$ cat config.mk
export PLATFORM = sky130hd
export DESIGN_NAME = mi_executor
export DESIGN_NICKNAME = d
export VERILOG_FILES = /design/src/rtl/mi_pkg.sv /design/src/rtl/mi_mem_wait.sv /design/src/rtl/mi_executor.sv
export SDC_FILE = /design/constraint.sdc
export NUM_CORES = 1
export LEC_CHECK = 0
export CAP_MARGIN = 20
export CELL_PAD_IN_SITES_DETAIL_PLACEMENT = 0
export CELL_PAD_IN_SITES_GLOBAL_PLACEMENT = 1
export CORE_UTILIZATION = 30
export DETAILED_ROUTE_END_ITERATION = 10
export PLACE_DENSITY_LB_ADDON = 0.25
export SLEW_MARGIN = 5
export SYNTH_ARGS = -nofsm -noshare
export SYNTH_HDL_FRONTEND = slang
export SYNTH_SLANG_ARGS = --single-unit
$ cat constraint.sdc
create_clock -name clk -period 1.96 [get_ports clk]
set_clock_uncertainty 0.15 [all_clocks]
set_input_delay 0.294 -clock clk [delete_from_list [all_inputs] [get_ports clk]]
set_output_delay 0.294 -clock clk [all_outputs]
set_load 0.005 [all_outputs]
$ cat src/rtl/mi_pkg.sv
// Shared definitions for the micro-instruction executor: word field positions,
// special field encodings, T_word bit meanings and the sequencer states.
package mi_pkg;

  localparam int ALU_MSB  = 32;
  localparam int ALU_LSB  = 29;
  localparam int SH_MSB   = 28;
  localparam int SH_LSB   = 27;
  localparam int KMX_BIT  = 26;
  localparam int MR_BIT   = 25;
  localparam int MW_BIT   = 24;
  localparam int BUSB_MSB = 23;
  localparam int BUSB_LSB = 18;
  localparam int BUSC_MSB = 17;
  localparam int BUSC_LSB = 12;
  localparam int T_MSB    = 11;
  localparam int T_LSB    = 5;
  localparam int BUSA_MSB = 4;
  localparam int BUSA_LSB = 0;

  localparam logic [3:0] ALU_NOP  = 4'b1111;
  localparam logic [5:0] BUS_NONE = 6'b100011;

  // Bit indices inside the 7-bit T_word
  localparam int T_PC  = 6;
  localparam int T_CY  = 5;
  localparam int T_Z   = 4;
  localparam int T_REG = 3;

  typedef enum logic [1:0] {
    DECODE = 2'd0,
    EXEC   = 2'd1,
    MEM    = 2'd2,
    WB     = 2'd3
  } state_e;

endpackage

$ cat src/rtl/mi_mem_wait.sv
// Memory wait counter: counts MEM cycles without mem_ready and flags a timeout
// on the cycle in which the count would reach TIMEOUT.
module mi_mem_wait #(
  parameter int TIMEOUT = 15
) (
  input  logic clk,
  input  logic rst_n,
  input  logic en,
  input  logic mem_ready,
  output logic done,
  output logic timeout
);

  localparam int CNT_W = $clog2(TIMEOUT + 1);

  logic [CNT_W-1:0] cnt_q;
  logic [CNT_W-1:0] cnt_d;

  always_comb begin
    cnt_d = cnt_q;
    if (!en) begin
      cnt_d = '0;
    end else if (!mem_ready) begin
      cnt_d = cnt_q + 1'b1;
    end
  end

  always_ff @(posedge clk or negedge rst_n) begin
    if (!rst_n) begin
      cnt_q <= '0;
    end else begin
      cnt_q <= cnt_d;
    end
  end

  assign done    = en && mem_ready;
  assign timeout = en && !mem_ready && (cnt_q == CNT_W'(TIMEOUT - 1));

endmodule

$ cat src/rtl/mi_executor.sv
// Micro-instruction executor: latches a ROM word in DECODE and sequences it as
// EXEC / MEM / WB control strobes while holding the ROM.
module mi_executor
  import mi_pkg::*;
#(
  parameter int MEM_TIMEOUT = 15,
  parameter int ADDR_W      = 11
) (
  input  logic              clk,
  input  logic              rst_n,
  input  logic [32:0]       micro_instruction,
  input  logic [ADDR_W-1:0] DATA_ADDR,
  input  logic              mem_ready,
  output logic              HOLD,
  output logic [3:0]        alu_op,
  output logic [1:0]        sh_op,
  output logic              kmx,
  output logic [4:0]        bus_a_sel,
  output logic [5:0]        bus_b_sel,
  output logic [5:0]        bus_c_sel,
  output logic              reg_we,
  output logic [2:0]        w_ctl,
  output logic [1:0]        flag_we,
  output logic              pc_load,
  output logic [ADDR_W-1:0] pc_target,
  output logic              mem_rd,
  output logic              mem_wr,
  output logic [ADDR_W-1:0] mem_addr,
  output logic              mem_err
);

  state_e              state_q, state_d;
  logic [32:0]         instr_q, instr_d;
  logic [ADDR_W-1:0]   addr_q, addr_d;
  logic                mem_err_q, mem_err_d;
  logic                in_mem, mem_done, mem_timeout;

  logic                mr, mw;
  logic [6:0]          t_word;
  logic [5:0]          bus_c;

  assign mr     = instr_q[MR_BIT];
  assign mw     = instr_q[MW_BIT];
  assign t_word = instr_q[T_MSB:T_LSB];
  assign bus_c  = instr_q[BUSC_MSB:BUSC_LSB];
  assign in_mem = (state_q == MEM);

  mi_mem_wait #(
    .TIMEOUT (MEM_TIMEOUT)
  ) u_mem_wait (
    .clk       (clk),
    .rst_n     (rst_n),
    .en        (in_mem),
    .mem_ready (mem_ready),
    .done      (mem_done),
    .timeout   (mem_timeout)
  );

  always_comb begin
    state_d   = state_q;
    instr_d   = instr_q;
    addr_d    = addr_q;
    mem_err_d = 1'b0;
    case (state_q)
      DECODE: begin
        instr_d = micro_instruction;
        addr_d  = DATA_ADDR;
        state_d = (micro_instruction[ALU_MSB:ALU_LSB] == ALU_NOP) ? DECODE : EXEC;
      end
      EXEC: state_d = (mr || mw) ? MEM : WB;
      MEM: begin
        if (mem_done) begin
          state_d = WB;
        end else if (mem_timeout) begin
          // Abort: error pulse appears in the following DECODE cycle
          state_d   = DECODE;
          mem_err_d = 1'b1;
        end
      end
      WB:      state_d = DECODE;
      default: state_d = DECODE;
    endcase
  end

  always_ff @(posedge clk or negedge rst_n) begin
    if (!rst_n) begin
      state_q   <= DECODE;
      instr_q   <= '0;
      addr_q    <= '0;
      mem_err_q <= 1'b0;
    end else begin
      state_q   <= state_d;
      instr_q   <= instr_d;
      addr_q    <= addr_d;
      mem_err_q <= mem_err_d;
    end
  end

  // Outputs decode from registered state so an asynchronous reset clears them at once
  always_comb begin
    HOLD      = (state_q != DECODE);
    alu_op    = '0;
    sh_op     = '0;
    kmx       = 1'b0;
    bus_a_sel = '0;
    bus_b_sel = BUS_NONE;
    bus_c_sel = BUS_NONE;
    reg_we    = 1'b0;
    w_ctl     = '0;
    flag_we   = '0;
    pc_load   = 1'b0;
    pc_target = '0;
    mem_rd    = 1'b0;
    mem_wr    = 1'b0;
    mem_addr  = '0;
    mem_err   = mem_err_q;
    if (state_q != DECODE) begin
      alu_op    = instr_q[ALU_MSB:ALU_LSB];
      sh_op     = instr_q[SH_MSB:SH_LSB];
      kmx       = instr_q[KMX_BIT];
      bus_a_sel = instr_q[BUSA_MSB:BUSA_LSB];
      bus_b_sel = instr_q[BUSB_MSB:BUSB_LSB];
    end
    if (state_q == EXEC && mr && mw) begin
      mem_err = 1'b1;
    end
    if (state_q == MEM) begin
      mem_addr = addr_q;
      mem_rd   = mr;
      mem_wr   = mw && !mr;
    end
    if (state_q == WB) begin
      reg_we    = t_word[T_REG] && (bus_c != BUS_NONE);
      bus_c_sel = bus_c;
      w_ctl     = t_word[2:0];
      flag_we   = {t_word[T_CY], t_word[T_Z]};
      pc_load   = t_word[T_PC];
      pc_target = addr_q;
    end
  end

endmodule

==> results.json <==
{
  "clk_pin_slew_worst_paths_ns": 0.09,
  "cts_buffers": 5,
  "endpoint_kind": "output pin",
  "slew_headroom_pct": 67.5,
  "synth_common_cells": "nand2_1, dfrtp_1, and3_1",
  "worstHoldPathCells": 2,
  "slew_viol_final": 0,
  "wl_per_cell_um": 13.5,
  "final_core_util_pct": 50.4,
  "post-route-period-util_pct": 106,
  "syn-instance-count": 253,
  "clock.fmax_mhz": 483,
  "setup-violations-final": 9,
  "rsz0062_at_grt": "true",
  "critPathMaxFanout": 7,
  "worstHoldPathType": "reg -> reg",
  "wl_um": 6500,
  "p_leak_nw": 2.14,
  "synth_largest_type_area_fraction_pct": 53.8,
  "synthTopCellsByArea": "dfrtp_1, nand2_1, and3_1",
  "arrival_ns": 1.63,
  "worstMarginPinSlew_ns": 0.487,
  "synth.distinct_cells": 32,
  "grt_pass1_vias": 2091,
  "synth.largest_area_cell": "dfrtp_1",
  "async_flop_share_pct": 100,
  "globalplace.congestion": 0.756,
  "ff2ff_path_depth": 7,
  "port-buffer-count": 103,
  "cts_buffer_depth": 2,
  "synth-seq-cells": 51,
  "nNetsFinal": 429,
  "final_layout_size_suffix_gt1_share_pct": 21.3,
  "grt_overflow": 0,
  "synth.most_common_cell": "nand2_1",
  "irDropWorstVdd_v": 0.000575,
  "num_vias": 2123,
  "dieHeight_um": 90.9,
  "outcome": "finished, violations left",
  "synth-edff-count": 0,
  "cts_tree": "built",
  "hold_violations": 0,
  "critPathLaunchType": "flop",
  "synth_nets": 302,
  "violations": "negative setup slack",
  "layout_setup_ws_ns": -0.111,
  "dr.pass1.iters": 4,
  "die_x_um": 90.9,
  "synth-seq-area-share_pct": 53.8,
  "grt_pass1_wl_um": 10500,
  "die-area_mm2": 0.00827,
  "antenna_cells": 0,
  "rows": 32,
  "maxCapViolations": 0,
  "remaining_drc_errors": 0,
  "coreArea_mm2": 0.00769,
  "path_class": "reg -> out",
  "synth_ff_type": "dfrtp_1",
  "drt_first_iter_violations": 60,
  "viasPerCell": 4.40,
  "synth_area_mm2": 0.00237,
  "grt_usage_pct": 16.2,
  "dp_slack_ns": 0.0389,
  "place_hpwl_um": 4270,
  "grt_max_degree": 46,
  "cts_htree_levels": 2,
  "yosys_warnings": 0,
  "crit_required_ns": 1.52,
  "ios": 104,
  "clockRootBuffer": "clkbuf_8",
  "ant_nets": 0,
  "clk_latency_ns": 0.30,
  "start_util_pct": 30.9,
  "fin_crit_ns": 2.07,
  "syn_avg_cell_area_um2": 9.38,
  "syn_to_final_growth_pct": 63.3,
  "cts_sinks": 51,
  "power_density_mw_per_mm2": 1480,
  "antenna_found_initial": 0
}
==> flip-flops by register name (all words and copies together) (netlist names) <==
name              flops
addr_q               11
instr_q              33
mem_err_q             1
state_q               2
u_mem_wait.cnt_q      4
==> power by group <==
group / switching (mW) / internal (mW)
sequential: 0.297 / 1.54
clock: 0.337 / 0.323
combinational: 1.38 / 1.87
==> critical path: stages, from the launching register on <==
cell             delay (ns)
dfrtp_2                0.47
buf_4                  0.15
buf_6                  0.12
and3_1                 0.15
clkdlybuf4s50_1        0.43
==> cells in the final DEF, fill, tap and decap left out, drive strengths merged <==
| master | count |
|---|---|
| clkbuf | 20 |
| dlygate4sd2 | 16 |
| nor3 | 1 |
| nor3b | 1 |
| a221o | 1 |
| clkdlybuf4s15 | 19 |
| inv | 2 |
| nor2 | 6 |
| or2 | 3 |
| a21oi | 1 |
| a21o | 15 |
| and4b | 1 |
| nand3 | 1 |
| dfrtp | 51 |
| nand4 | 1 |
| o21bai | 1 |
| clkdlybuf4s50 | 47 |
| nand2 | 89 |
| xor2 | 2 |
| xnor2 | 1 |
| nor2b | 2 |
| o21ai | 1 |
| a31oi | 1 |
| nand4b | 1 |
| ha | 2 |
| and3 | 20 |
| and2 | 28 |
| nand2b | 5 |
| dlygate4sd3 | 1 |
| nor4b | 1 |
| buf | 35 |
| dlymetal6s2s | 5 |
==> what timing repair did <==
item,in CTS,in global routing
setup endpoints to repair,57,28
resized for setup,93,36
pin swaps,2,1
gates cloned,2,2
buffers inserted,4,9
hold buffers,1,0
hold endpoints to repair,18,0
==> layer usage <==
metal	GRT usage [%]	routed length, um	up-vias
met3	2.78	241	7
li1	-	-	1062
met1	22.3	3080	1000
met2	25.5	3080	54
met4	5.95	95	0
met5	0	0	-
==> logic make-up after synthesis <==
logic type                 share of synthesized area [%]
xor gates and xnor gates                            1.11
DFF                                                 53.8
AOI/OAI and AO/OA                                   6.17
buffers and inverters                               3.69
and+or+nand+nor                                     34.2
adders and majority gates                           1.05
==> layout make-up <==
class	count	area (um^2)
clock buffers	8	100
fillers	782	3810
inverters	2	10.0
flip-flops and latches	51	1280
multi-input cells	185	1030
well taps	102	128
repair buffers	135	1330
==> worst paths after layout <==
check | slack [ns] | to | start
max in group asynchronous | 0.76 | state_q[0]$_DFFE_PN0P_ | rst_n
setup / recovery | -0.11 | pc_target[1] | state_q[0]$_DFFE_PN0P_
hold reg to reg | 0.33 | instr_q[19]$_DFFE_PN0P_ | instr_q[19]$_DFFE_PN0P_
min in group asynchronous | 0.34 | instr_q[26]$_DFFE_PN0P_ | rst_n
hold / removal | 0.33 | instr_q[19]$_DFFE_PN0P_ | instr_q[19]$_DFFE_PN0P_
setup reg to reg | 0.39 | instr_q[7]$_DFFE_PN0P_ | state_q[1]$_DFFE_PN0P_
==> stage by stage <==
stage / area [um^2] / total power, mW / hold WS [ns] / TNS, ns / std cells
final: 3870 / 5.74 / 0.325 / -0.489 / 483
after global routing: 3870 / 6.21 / 0.349 / -1.80 / 483
after CTS: 3750 / 5.55 / 0.329 / -1.84 / 472
after detailed placement: 3580 / 4.80 / 0.131 / 0 / 457
after global placement: 3580 / 4.75 / 0.136 / 0 / 457
after floorplan: 2370 / 3.30 / -0.152 / 0 / 253
(Power assumes the default switching activity.)
